[src/rtl/wb_cmd_master_if.sv]
// Bundle of the command stream, response stream and Wishbone master-side
// signals. Modport "master" is the view taken by wb_cmd_master; modport
// "slave" is the view of whatever drives commands and models the bus.
//
// Handshake rule for both streams: a transfer happens on a rising edge where
// valid and ready are both high; once valid is high, the payload stays stable
// and valid stays high until that transfer edge.
interface wb_cmd_master_if #(
    parameter int AW = 32,
    parameter int DW = 32
);
    // Command stream.
    logic            cmd_valid;
    logic            cmd_ready;
    logic            cmd_we;
    logic [AW-1:0]   cmd_adr;
    logic [DW-1:0]   cmd_dat;
    logic [DW/8-1:0] cmd_sel;

    // Response stream.
    logic            rsp_valid;
    logic            rsp_ready;
    logic [DW-1:0]   rsp_dat;
    logic [1:0]      rsp_status;

    // Wishbone master signals.
    logic            wb_cyc_o;
    logic            wb_stb_o;
    logic            wb_we_o;
    logic [AW-1:0]   wb_adr_o;
    logic [DW-1:0]   wb_dat_o;
    logic [DW/8-1:0] wb_sel_o;
    logic [DW-1:0]   wb_dat_i;
    logic            wb_ack_i;
    logic            wb_err_i;
    logic            wb_rty_i;

    modport master (
        input  cmd_valid, cmd_we, cmd_adr, cmd_dat, cmd_sel,
        output cmd_ready,
        output rsp_valid, rsp_dat, rsp_status,
        input  rsp_ready,
        output wb_cyc_o, wb_stb_o, wb_we_o, wb_adr_o, wb_dat_o, wb_sel_o,
        input  wb_dat_i, wb_ack_i, wb_err_i, wb_rty_i
    );

    modport slave (
        output cmd_valid, cmd_we, cmd_adr, cmd_dat, cmd_sel,
        input  cmd_ready,
        input  rsp_valid, rsp_dat, rsp_status,
        output rsp_ready,
        input  wb_cyc_o, wb_stb_o, wb_we_o, wb_adr_o, wb_dat_o, wb_sel_o,
        output wb_dat_i, wb_ack_i, wb_err_i, wb_rty_i
    );
endinterface

[src/rtl/wb_cmd_master.sv]
// Single-outstanding Wishbone B3 classic master. Each accepted command runs
// one bus cycle (re-issued after rty up to MAX_RETRIES times, bounded by
// TIMEOUT_CYCLES per attempt) and produces exactly one response.
// dbg_state exposes the FSM state: 0 IDLE, 1 BUS, 2 GAP, 3 RESP.
module wb_cmd_master #(
    parameter int AW             = 32,
    parameter int DW             = 32,
    parameter int TIMEOUT_CYCLES = 255,
    parameter int MAX_RETRIES    = 3
) (
    input  logic                 wb_clk,
    input  logic                 wb_rst,
    wb_cmd_master_if.master      bus,
    output logic [1:0]           dbg_state
);
    // Keep counters at least one bit wide so a zero parameter still elaborates.
    localparam int TO_W = (TIMEOUT_CYCLES > 0) ? $clog2(TIMEOUT_CYCLES + 1) : 1;
    localparam int RT_W = (MAX_RETRIES > 0) ? $clog2(MAX_RETRIES + 1) : 1;

    localparam logic [TO_W-1:0] TO_LIMIT = TO_W'(TIMEOUT_CYCLES);
    localparam logic [RT_W-1:0] RT_LIMIT = RT_W'(MAX_RETRIES);

    typedef enum logic [1:0] {
        IDLE = 2'd0,
        BUS  = 2'd1,
        GAP  = 2'd2,
        RESP = 2'd3
    } state_e;

    typedef enum logic [1:0] {
        ST_OK      = 2'd0,
        ST_ERR     = 2'd1,
        ST_RETRY   = 2'd2,
        ST_TIMEOUT = 2'd3
    } status_e;

    state_e          state_q, state_d;
    logic            cyc_q, cyc_d;
    logic            we_q, we_d;
    logic [AW-1:0]   adr_q, adr_d;
    logic [DW-1:0]   dat_q, dat_d;
    logic [DW/8-1:0] sel_q, sel_d;
    logic [DW-1:0]   rsp_dat_q, rsp_dat_d;
    logic [1:0]      rsp_status_q, rsp_status_d;
    logic [TO_W-1:0] to_cnt_q, to_cnt_d;
    logic [RT_W-1:0] rty_cnt_q, rty_cnt_d;

    // State and datapath registers; reset clears everything to the idle bus.
    always_ff @(posedge wb_clk or posedge wb_rst) begin
        if (wb_rst) begin
            state_q      <= IDLE;
            cyc_q        <= 1'b0;
            we_q         <= 1'b0;
            adr_q        <= '0;
            dat_q        <= '0;
            sel_q        <= '0;
            rsp_dat_q    <= '0;
            rsp_status_q <= 2'd0;
            to_cnt_q     <= '0;
            rty_cnt_q    <= '0;
        end else begin
            state_q      <= state_d;
            cyc_q        <= cyc_d;
            we_q         <= we_d;
            adr_q        <= adr_d;
            dat_q        <= dat_d;
            sel_q        <= sel_d;
            rsp_dat_q    <= rsp_dat_d;
            rsp_status_q <= rsp_status_d;
            to_cnt_q     <= to_cnt_d;
            rty_cnt_q    <= rty_cnt_d;
        end
    end

    // Next-state logic; terminations are only looked at in BUS, err > ack > rty.
    always_comb begin
        state_d      = state_q;
        cyc_d        = cyc_q;
        we_d         = we_q;
        adr_d        = adr_q;
        dat_d        = dat_q;
        sel_d        = sel_q;
        rsp_dat_d    = rsp_dat_q;
        rsp_status_d = rsp_status_q;
        to_cnt_d     = to_cnt_q;
        rty_cnt_d    = rty_cnt_q;

        unique case (state_q)
            IDLE: begin
                if (bus.cmd_valid) begin
                    state_d   = BUS;
                    cyc_d     = 1'b1;
                    we_d      = bus.cmd_we;
                    adr_d     = bus.cmd_adr;
                    dat_d     = bus.cmd_dat;
                    sel_d     = bus.cmd_sel;
                    to_cnt_d  = '0;
                    rty_cnt_d = '0;
                end
            end
            BUS: begin
                if (bus.wb_err_i) begin
                    state_d      = RESP;
                    cyc_d        = 1'b0;
                    rsp_status_d = ST_ERR;
                    rsp_dat_d    = '0;
                end else if (bus.wb_ack_i) begin
                    state_d      = RESP;
                    cyc_d        = 1'b0;
                    rsp_status_d = ST_OK;
                    rsp_dat_d    = we_q ? '0 : bus.wb_dat_i;
                end else if (bus.wb_rty_i) begin
                    cyc_d = 1'b0;
                    if (rty_cnt_q < RT_LIMIT) begin
                        state_d   = GAP;
                        rty_cnt_d = rty_cnt_q + 1'b1;
                    end else begin
                        state_d      = RESP;
                        rsp_status_d = ST_RETRY;
                        rsp_dat_d    = '0;
                    end
                end else if ((TIMEOUT_CYCLES != 0) && (to_cnt_q == TO_LIMIT)) begin
                    state_d      = RESP;
                    cyc_d        = 1'b0;
                    rsp_status_d = ST_TIMEOUT;
                    rsp_dat_d    = '0;
                end else if (!(&to_cnt_q)) begin
                    to_cnt_d = to_cnt_q + 1'b1;
                end
            end
            GAP: begin
                state_d  = BUS;
                cyc_d    = 1'b1;
                to_cnt_d = '0;
            end
            RESP: begin
                if (bus.rsp_ready) begin
                    state_d = IDLE;
                end
            end
            default: begin
                state_d = IDLE;
                cyc_d   = 1'b0;
            end
        endcase
    end

    // Outputs are registers or decodes of the registered state only.
    assign bus.cmd_ready  = (state_q == IDLE);
    assign bus.rsp_valid  = (state_q == RESP);
    assign bus.rsp_dat    = rsp_dat_q;
    assign bus.rsp_status = rsp_status_q;
    assign bus.wb_cyc_o   = cyc_q;
    assign bus.wb_stb_o   = cyc_q;
    assign bus.wb_we_o    = we_q;
    assign bus.wb_adr_o   = adr_q;
    assign bus.wb_dat_o   = dat_q;
    assign bus.wb_sel_o   = sel_q;
    assign dbg_state      = state_q;
endmodule

[src/flat_wrapper.sv]
// flat-port wrapper written by rule: the top's interface ports become plain ports
module wb_cmd_master_flat 
#(
    parameter int AW             = 32,
    parameter int DW             = 32,
    parameter int TIMEOUT_CYCLES = 255,
    parameter int MAX_RETRIES    = 3
)
  (wb_clk, wb_rst, dbg_state, bus_cmd_valid, bus_cmd_we, bus_cmd_adr, bus_cmd_dat, bus_cmd_sel, bus_cmd_ready, bus_rsp_valid, bus_rsp_dat, bus_rsp_status, bus_rsp_ready, bus_wb_cyc_o, bus_wb_stb_o, bus_wb_we_o, bus_wb_adr_o, bus_wb_dat_o, bus_wb_sel_o, bus_wb_dat_i, bus_wb_ack_i, bus_wb_err_i, bus_wb_rty_i);
  wb_cmd_master_if #(.AW(AW), .DW(DW)) bus_i ();
  input  logic wb_clk;
  input  logic wb_rst;
  output logic [1:0] dbg_state;
  input wire logic [$bits(bus_i.cmd_valid)-1:0] bus_cmd_valid;
  input wire logic [$bits(bus_i.cmd_we)-1:0] bus_cmd_we;
  input wire logic [$bits(bus_i.cmd_adr)-1:0] bus_cmd_adr;
  input wire logic [$bits(bus_i.cmd_dat)-1:0] bus_cmd_dat;
  input wire logic [$bits(bus_i.cmd_sel)-1:0] bus_cmd_sel;
  output wire logic [$bits(bus_i.cmd_ready)-1:0] bus_cmd_ready;
  output wire logic [$bits(bus_i.rsp_valid)-1:0] bus_rsp_valid;
  output wire logic [$bits(bus_i.rsp_dat)-1:0] bus_rsp_dat;
  output wire logic [$bits(bus_i.rsp_status)-1:0] bus_rsp_status;
  input wire logic [$bits(bus_i.rsp_ready)-1:0] bus_rsp_ready;
  output wire logic [$bits(bus_i.wb_cyc_o)-1:0] bus_wb_cyc_o;
  output wire logic [$bits(bus_i.wb_stb_o)-1:0] bus_wb_stb_o;
  output wire logic [$bits(bus_i.wb_we_o)-1:0] bus_wb_we_o;
  output wire logic [$bits(bus_i.wb_adr_o)-1:0] bus_wb_adr_o;
  output wire logic [$bits(bus_i.wb_dat_o)-1:0] bus_wb_dat_o;
  output wire logic [$bits(bus_i.wb_sel_o)-1:0] bus_wb_sel_o;
  input wire logic [$bits(bus_i.wb_dat_i)-1:0] bus_wb_dat_i;
  input wire logic [$bits(bus_i.wb_ack_i)-1:0] bus_wb_ack_i;
  input wire logic [$bits(bus_i.wb_err_i)-1:0] bus_wb_err_i;
  input wire logic [$bits(bus_i.wb_rty_i)-1:0] bus_wb_rty_i;
  assign bus_i.cmd_valid = bus_cmd_valid;
  assign bus_i.cmd_we = bus_cmd_we;
  assign bus_i.cmd_adr = bus_cmd_adr;
  assign bus_i.cmd_dat = bus_cmd_dat;
  assign bus_i.cmd_sel = bus_cmd_sel;
  assign bus_cmd_ready = bus_i.cmd_ready;
  assign bus_rsp_valid = bus_i.rsp_valid;
  assign bus_rsp_dat = bus_i.rsp_dat;
  assign bus_rsp_status = bus_i.rsp_status;
  assign bus_i.rsp_ready = bus_rsp_ready;
  assign bus_wb_cyc_o = bus_i.wb_cyc_o;
  assign bus_wb_stb_o = bus_i.wb_stb_o;
  assign bus_wb_we_o = bus_i.wb_we_o;
  assign bus_wb_adr_o = bus_i.wb_adr_o;
  assign bus_wb_dat_o = bus_i.wb_dat_o;
  assign bus_wb_sel_o = bus_i.wb_sel_o;
  assign bus_i.wb_dat_i = bus_wb_dat_i;
  assign bus_i.wb_ack_i = bus_wb_ack_i;
  assign bus_i.wb_err_i = bus_wb_err_i;
  assign bus_i.wb_rty_i = bus_wb_rty_i;
  wb_cmd_master #(.AW(AW), .DW(DW), .TIMEOUT_CYCLES(TIMEOUT_CYCLES), .MAX_RETRIES(MAX_RETRIES)) u_core (.wb_clk(wb_clk), .wb_rst(wb_rst), .bus(bus_i), .dbg_state(dbg_state));
endmodule
[config.mk]
export PLATFORM = sky130hd
export DESIGN_NAME = wb_cmd_master_flat
export DESIGN_NICKNAME = d
export VERILOG_FILES = /design/src/rtl/wb_cmd_master_if.sv /design/src/rtl/wb_cmd_master.sv /design/src/flat_wrapper.sv
export SDC_FILE = /design/constraint.sdc
export NUM_CORES = 1
export LEC_CHECK = 0
export BUFFER_PORTS_ARGS = -buffer_cell sky130_fd_sc_hd__buf_2
export CAP_MARGIN = 10
export CORE_MARGIN = 2
export CORE_UTILIZATION = 45
export CTS_CLUSTER_DIAMETER = 40
export CTS_CLUSTER_SIZE = 25
export DETAILED_ROUTE_END_ITERATION = 8
export PLACE_DENSITY_LB_ADDON = 0.2
export SYNTH_ARGS = -nofsm -noshare
export SYNTH_HDL_FRONTEND = slang
export SYNTH_SLANG_ARGS = --single-unit
[constraint.sdc]
create_clock -name wb_clk -period 3.71 [get_ports wb_clk]
set_input_delay 0.371 -clock wb_clk [delete_from_list [all_inputs] [get_ports wb_clk]]
set_output_delay 0.371 -clock wb_clk [all_outputs]
set_load 0.1 [all_outputs]
==> impl_metrics.ini, run 1 <==
[yosys]
synthMuxAreaShare = 0.175
ys_ff_latch = 116
synthXorXnorAreaFrac = 0
synthAdderAreaFrac = 0.00549
netlist_top_cells_count = dfrtp_1 (116), mux2_2 (60), a22o_1 (32)
yosysMostFrequentCell = dfrtp_1
async_reset_ff_frac = 1.00
synth_top_area_frac = 0.636
synth_compound_area_frac = 0.106
synth-edff-count = 0
synth_area_leaders = dfrtp_1 (64%), mux2_2 (15%), a22o_1 (6.1%), mux2_1 (2.5%), buf_2 (1.4%)
avgSynthCellArea_um2 = 14.6
synth-simple-area-share = 0.0472
ys_types = 40
synthCells = 313
syn-num-nets = 423
ys_warn_count = 0
synth_top_family_by_area = multiplexers
synth_top_cell_by_area = dfrtp_1
seq_area_frac_synth = 0.636
netlist_area_um2 = 4560
synth_ff_type = dfrtp_1

[sta]
worst-slew-pin-transition_ns = 0.739
tns_ns = 0
clock-skew-final_ns = 0.00862
fmax_mhz = 470
period_needed_ns = 2.13
grt_setup_unrepaired = no
setup_viol = 0
fin_crit_sh = 0.574
max_slew_margin = 0.507
hold_viol_final = 0
drv_slew = 0

[finish]
diodes = 0
register_area_um2 = 2900
drive_gt1_frac = 0.583
multi_input_area_um2 = 1530
area_growth_pct = 39.5
fillers = 777
nets = 644

[clock_network]
cts_inserted_buffers = 17
cts_tree = done
htreeDepth = 4
clock_sinks = 116
clk_latency_ns = 0.50
holdBufCountCts = 0
clock_path_buffers = 2
post_cts_resized = 0
cts-root-buf = clkbuf_8
postCtsSetupBuffers = 0
cts.reportedPaths.clkPinSlew_ns = 0.06

[detailed_routing]
drtIter0Drc = 118
detail-route-antenna-nets = 0
wirelength_mm = 11.3
dr.pass1.iters = 4
avgViaCountPerCell = 5.04
drc = 0
wl_per_cell_um = 16.6
vias = 3430

[placement]
gp_congestion = 0.732
io_buffers = 216
post-dp-hpwl_mm = 8.16

[global_route]
grt_max_degree = 62
grt_first_pass_wirelength_mm = 17.5
grt_pass1_vias = 3467
grt_antenna_before_repair = 0
overflow = 0
grt_usage = 0.205

[critical_path]
rrSetupSlack_ns = 1.72
reg2reg_from = u_core.dbg_state[0]
startpoint = u_core.dbg_state[0]
critPathLaunchType = register
critPathKind = reg -> out
path_max_fanout = 15
r2r-end = u_core.bus.wb_adr_o[18]
rr_worst_depth = 4
worstSetupEndpoint = bus_rsp_valid
cp_data_required_time_ns = 3.34
crit_arrival_ns = 1.76
end_kind = output port

[min_path]
hold_path.class = in -> async

[die]
die_w_um = 105
rows = 36
io_pins = 217
die_height_um = 105
core_um2 = 9820
die-area_um2 = 11000
start_util = 0.464

[flow_run]
maxCapViolCount = 0

[status]
status = finished clean
[through the flow]
stage | setup WS (ns) | cells | instance area [um2] | hold slack, ns | util
after floorplan | 0.267 | 313 | 4560 | 0.445 | -
after global placement | 1.75 | 648 | 5760 | 0.463 | 0.587
after detailed placement | 1.72 | 648 | 5760 | 0.469 | 0.587
after CTS | 1.56 | 680 | 6360 | 0.0194 | 0.648
after global routing | 1.47 | 680 | 6360 | 0.0473 | 0.648
final | 1.58 | 680 | 6360 | 0.00771 | 0.648
[critical path: stages, from the launching register on]
cell	delay, ns
dfrtp_1	0.64
and2_1	0.20
buf_2	0.42
[state kept, by name (all words and copies together), names as in the netlist]
name and flops:
u_core.bus.wb_cyc_o 1, u_core.bus.wb_adr_o 32, u_core.bus.rsp_dat 32, u_core.rty_cnt_q 2
u_core.bus.rsp_status 2, u_core.to_cnt_q 8, u_core.bus.wb_dat_o 32, u_core.bus.wb_sel_o 4
u_core.bus.wb_we_o 1, u_core.dbg_state 2
[final cells by class]
type,count,area share
repair buffers,221,0.178
flip-flops and latches,116,0.456
inverters,6,0.00393
multi-input cells,172,0.241
clock buffers,19,0.0663
clock inverters,13,0.0287
well taps,133,0.0262
[metal layers]
metal	share of wire	wire (um)	global-route usage	vias to the layer above
met2	0.52	5850	0.361	137
met5	0	0	0	-
li1	-	-	-	1597
met1	0.41	4660	0.240	1686
met3	0.056	634	0.0624	10
met4	0.011	119	0.0619	0
[cell usage in the layout, fill, tap and decap left out, types with 5 or more instances in the layout]
cell type	n
nand3_1	5
a21oi_1	7
mux2_2	60
mux2_1	10
inv_1	5
a22o_1	32
nor2_1	6
nand2_1	11
buf_2	216
dfrtp_1	116
clkbuf_16	16
[cell families after synthesis]
kind of cell,Yosys count
muxes,71
adders and majority gates,2
and+or+nand+nor,38
DFF,116
buffers and inverters,25
AOI/OAI and AO/OA,61
[worst min-delay path by stage]
stage	slack, ns	cells past startpoint	to	startpoint
after detailed placement	0.47	1	u_core.bus.wb_adr_o[9]	u_core.bus.wb_adr_o[9]
after CTS	0.02	2	u_core.bus.wb_dat_o[15]	wb_rst
after global placement	0.46	1	u_core.bus.wb_adr_o[12]	u_core.bus.wb_adr_o[12]
after floorplan	0.45	1	u_core.to_cnt_q[7]	u_core.to_cnt_q[7]
after global routing	0.05	2	u_core.bus.wb_dat_o[6]	wb_rst
final	0.008	2	u_core.bus.wb_dat_o[15]	wb_rst
Power of run 1 is left out: the tool's default activity adds up to more than one toggle a clock period on the data nets, which glitch-free logic cannot reach.
==> run 2: changes to the inputs <==
- ABC_AREA: not set -> 1
- clock period: 3.71 -> 2.2 ns (I/O delays scaled with it)
==> run 2 against run 1 <==
Effect of this change:
- routed wire length grew 29%
- count of clock-buffer cells in the layout is the same
- register-to-register slack lost 1.2 ns
- die area grew 6.1%
- hold slack gained 0.026 ns
==> impl_metrics.ini, run 2 <==
[sta]
setup_viol = 0
fmax_mhz = 548
hold_viol_final = 0
period_needed_ns = 1.83
grt_setup_unrepaired = no
tns_ns = 0
drv_slew = 0
worst-slew-pin-transition_ns = 0.539
fin_crit_sh = 0.830
max_slew_margin = 0.641
clock-skew-final_ns = 0.0105

[yosys]
yosysMostFrequentCell = dfrtp_1
seq_area_frac_synth = 0.598
synth_area_leaders = dfrtp_1 (60%), mux2_2 (14%), nand2_1 (7.9%), mux2_4 (3.1%), o21ai_1 (3.0%)
syn-num-nets = 526
avgSynthCellArea_um2 = 11.7
synth-edff-count = 0
ys_warn_count = 0
synth_ff_type = dfrtp_1
async_reset_ff_frac = 1.00
synth_top_area_frac = 0.598
netlist_area_um2 = 4850
ys_ff_latch = 116
ys_types = 27
synthCells = 416
synth_top_cell_by_area = dfrtp_1
netlist_top_cells_count = dfrtp_1 (116), nand2_1 (102), mux2_2 (59)

[detailed_routing]
wirelength_mm = 14.5
wl_per_cell_um = 16.3
drtIter0Drc = 214
drc = 0
dr.pass1.iters = 4
vias = 4323
avgViaCountPerCell = 4.86
detail-route-antenna-nets = 0

[min_path]
hold_start = bus_rsp_ready
hold_path.class = in -> reg

[die]
die_w_um = 108
io_pins = 217
die_height_um = 108
core_um2 = 10400
die-area_um2 = 11600
rows = 37
start_util = 0.466

[global_route]
grt_usage = 0.254
grt_first_pass_wirelength_mm = 22.4
overflow = 0
grt_max_degree = 56
grt_pass1_vias = 4559
grt_antenna_before_repair = 1

[finish]
final_cell_mix = buf_2 (216), dfrtp_1 (114), nand2_1 (102), dlygate4sd3_1 (102), mux2_2 (59)
fin_area_um2 = 7630
fillers = 706
drive_gt1_frac = 0.471
area_growth_pct = 57.3
nets = 851
final_cells = 890
final_common_cell = buf_2

[critical_path]
cp_data_required_time_ns = 1.98
crit_chain = nor2_4 > buf_2
critPathTopFamily = flip-flops
cp_slowest_stage_delay_ns = 0.48
crit_buf_inv = 1
cp_slowest_cell = dfrtp_2
end_kind = output port
path_max_fanout = 9
crit_arrival_ns = 1.61
critPathLaunchType = register
critPathKind = reg -> out
startpoint = u_core.dbg_state[0]
reg2reg_from = u_core.to_cnt_q[0]

[placement]
gp_congestion = 0.823
dpl_cell_area_um2 = 6070
io_buffers = 216
dp.cells = 756
post-dp-hpwl_mm = 8.63

[clock_network]
htreeDepth = 4
cts.reportedPaths.clkPinSlew_ns = 0.06
cts_inserted_buffers = 17
clock_path_buffers = 2
cts_tree = done
clk_latency_ns = 0.51
cts-root-buf = clkbuf_8
postCtsSetupBuffers = 0
clock_sinks = 116

[flow_run]
maxCapViolCount = 0

[status]
status = finished clean
==> run 2: layout make-up <==
cell class / count / area [um2] / share of cell area
Antenna cell: 3 / 7.51 / 0.000984
Clock buffer: 19 / 442 / 0.0579
Clock inverter: 10 / 86.3 / 0.0113
Inverter: 17 / 68.8 / 0.00902
Multi-Input combinational cell: 264 / 1760 / 0.230
Sequential cell: 116 / 2910 / 0.381
Tap cell: 136 / 170 / 0.0223
Timing Repair Buffer: 325 / 2190 / 0.287
==> run 2: worst paths after layout <==
| path | cells after the start | slack, ns | endpoint |
|---|---|---|---|
| max | 2 | 0.37 | bus_cmd_ready |
| min | 3 | 0.03 | u_core.dbg_state[1] |
| max in group asynchronous | 4 | 1.28 | u_core.bus.wb_dat_o[6] |
| max reg2reg | 9 | 0.53 | u_core.bus.rsp_dat[13] |
| min in group asynchronous | 3 | 0.17 | u_core.bus.wb_adr_o[21] |
| min reg2reg | 2 | 0.48 | u_core.bus.rsp_dat[30] |
==> run 2: repair_timing <==
| item | in CTS | in global routing |
|---|---|---|
| gates resized for setup | 0 | 0 |
| hold buffers | 102 | 0 |
| endpoints found under the hold margin | 217 | 0 |
==> run 2: per-layer routing <==
layer	vias to the layer above	GRT usage	share of wire
met5	-	0	0
met4	0	0.110	0.034
met3	42	0.0805	0.062
met2	170	0.460	0.53
met1	2073	0.270	0.37
li1	2038	-	-
==> run 2: stage by stage <==
step                      hold WS [ns]  utilization  setup WS (ns)
final                           0.0334        0.732          0.374
after global routing            0.0135        0.732          0.301
after CTS                      0.00494        0.732          0.341
after detailed placement         0.132        0.583          0.541
after global placement           0.126        0.583          0.604
after floorplan                  0.368            -         0.0722
==> run 2: worst register-to-register path, stage by stage, from the launching register on <==
cell	delay [ns]
dfrtp_1	0.40
ha_1	0.20
nand2_1	0.09
nor2_2	0.19
nand2_1	0.11
nand3_1	0.09
nand2_2	0.08
buf_12	0.20
nand2_1	0.11
o21ai_1	0.08
==> run 2: cell families after synthesis <==
| family | after synthesis | share of synthesized area |
|---|---|---|
| buffers and inverters | 36 | 0.0418 |
| adders and majority gates | 2 | 0.00516 |
| and+or+nand+nor | 142 | 0.125 |
| muxes | 69 | 0.168 |
| AOI/OAI and AO/OA | 51 | 0.0622 |
| DFF | 116 | 0.598 |
Power of run 2 is left out for the same reason.
==> run 3: changes to the inputs <==
- ABC_AREA: 1 -> 0
- clock period: 2.2 -> 1.78 ns (I/O delays scaled with it)
==> run 3 against run 2 <==
Effect of this change:
- clock skew down 0.0019 ns
- routed wire length down 6.2%
- first-iteration DRC count shrank 7.5%
- register-to-register slack lost 0.45 ns
- flip-flop and latch count did not move
- cell count shrank 11%
- via count decreased by 8.2%
- critical path depth unchanged
- hold slack better by 0.053 ns
- die area decreased by 5.8%
- global-route usage rose by 0.069 points
- count of clock-buffer cells in the layout increased by 3
- critical path type unchanged
==> impl_metrics.ini, run 3 (synthesis gave the netlist of run 1 again) <==
[finish]
diodes = 0
fin_area_um2 = 7520
area_growth_pct = 64.9
final_cell_mix = buf_2 (214), dfrtp_1 (114), dlygate4sd3_1 (104)
fillers = 604
final_common_cell = buf_2
nets = 759
drive_gt1_frac = 0.507
postLayoutCoreUtil = 0.766
final_cells = 794

[critical_path]
path_max_fanout = 10
startpoint = u_core.dbg_state[1]
crit_arrival_ns = 1.53
cp_data_required_time_ns = 1.60
rr_worst_depth = 5
reg2reg_from = u_core.rty_cnt_q[0]
cp_slowest_cell = dfrtp_2
end_kind = output port
crit_chain = nor2_4 > buf_2
critPathKind = reg -> out
critPathLaunchType = register
cp_slowest_stage_delay_ns = 0.47

[die]
start_util = 0.464
rows = 36
die_height_um = 105
io_pins = 217
die-area_um2 = 11000
core_um2 = 9820
die_w_um = 105

[sta]
drv_slew = 0
setup_slack_ns = 0.0727
worst-slew-pin-transition_ns = 0.615
fin_crit_sh = 0.959
fmax_mhz = 586
setup_viol = 0
grt_setup_unrepaired = no
max_slew_margin = 0.590
period_needed_ns = 1.71
hold_viol_final = 0
clock-skew-final_ns = 0.00860

[global_route]
grt_pass1_vias = 4212
grt_first_pass_wirelength_mm = 21.8
overflow = 0
grt_usage = 0.255
grt_max_degree = 117
grt_antenna_before_repair = 0

[min_path]
hold_path.class = in -> reg
hold_start = bus_wb_rty_i
whs_path_depth = 3

[detailed_routing]
wl_per_cell_um = 17.2
wirelength_mm = 13.6
avgViaCountPerCell = 5.00
detail-route-antenna-nets = 0
dr.pass1.iters = 6
drc = 0
drtIter0Drc = 198
vias = 3968

[clock_network]
cts.reportedPaths.clkPinSlew_ns = 0.06
clk_latency_ns = 0.50
htreeDepth = 4
cts_inserted_buffers = 17
cts-root-buf = clkbuf_8
cts_tree = done
clock_path_buffers = 2
clock_sinks = 116

[flow_run]
maxCapViolCount = 0

[placement]
io_buffers = 216
pre_cts_ws_ns = 0.0185
post-dp-hpwl_mm = 7.80
dp.cells = 657
gp_congestion = 0.775
dpl_cell_area_um2 = 5860

[status]
status = finished clean
==> run 3: cell types whose count changed in the layout (fill, tap and decap cells not counted), moves of 4 or more <==
cell,previous run,this run
a22o_1,0,32
inv_1,13,5
o21ai_0,7,3
a31oi_1,0,4
nand3_1,12,5
nand2_1,102,10
a21oi_1,2,7
nand2_2,6,1
buf_4,4,14
mux2_4,10,0
o21ai_1,29,2
nor2_1,12,5
mux2_1,0,10
o21ai_2,10,0
==> run 3: what timing repair did <==
action                                  CTS  global route
endpoints found under the setup margin    3            37
resized for setup                         4             3
buffers inserted                          0             2
hold buffers                            104             0
hold endpoints to repair                220             0
==> run 3: final timing paths <==
| path | slack [ns] | to |
|---|---|---|
| max | 0.07 | bus_cmd_ready |
| min | 0.09 | u_core.bus.rsp_status[0] |
| max reg2reg | 0.08 | u_core.bus.rsp_status[0] |
| min reg2reg | 0.48 | u_core.bus.wb_adr_o[7] |
| max in group asynchronous | 0.82 | u_core.dbg_state[1] |
| min in group asynchronous | 0.45 | u_core.bus.wb_dat_o[23] |
==> run 3: per-layer routing <==
layer  up-vias  share of wire  track usage
met3        19          0.069       0.0774
li1       1830              -            -
met2       173           0.51        0.441
met4         0          0.018       0.0914
met1      1946           0.40        0.301
met5         -              0            0
==> run 3: stage by stage <==
| step | hold slack [ns] | TNS [ns] |
|---|---|---|
| floorplan | 0.313 | -35.31 |
| global placement | 0.398 | 0 |
| detailed placement | 0.401 | 0 |
| CTS | 0.0647 | 0 |
| global route | 0.112 | 0 |
| finish | 0.0868 | 0 |
==> run 3: final cells by class <==
cell class	instances	area, um2	area share
clock inverter	9	129	0.0171
multi-input combinational	172	1550	0.206
inverter	6	26.3	0.00349
clock buffer	22	453	0.0602
tap	133	166	0.0221
sequential	116	2910	0.386
timing repair buffer	336	2290	0.304
==> run 3: worst max-delay path: cells and delay by family (launching register included) <==
family	cells	cell delay, ns
and+or+nand+nor	1	0.12
DFF	1	0.47
buffers and inverters	1	0.43
Power of run 3 is left out for the same reason.
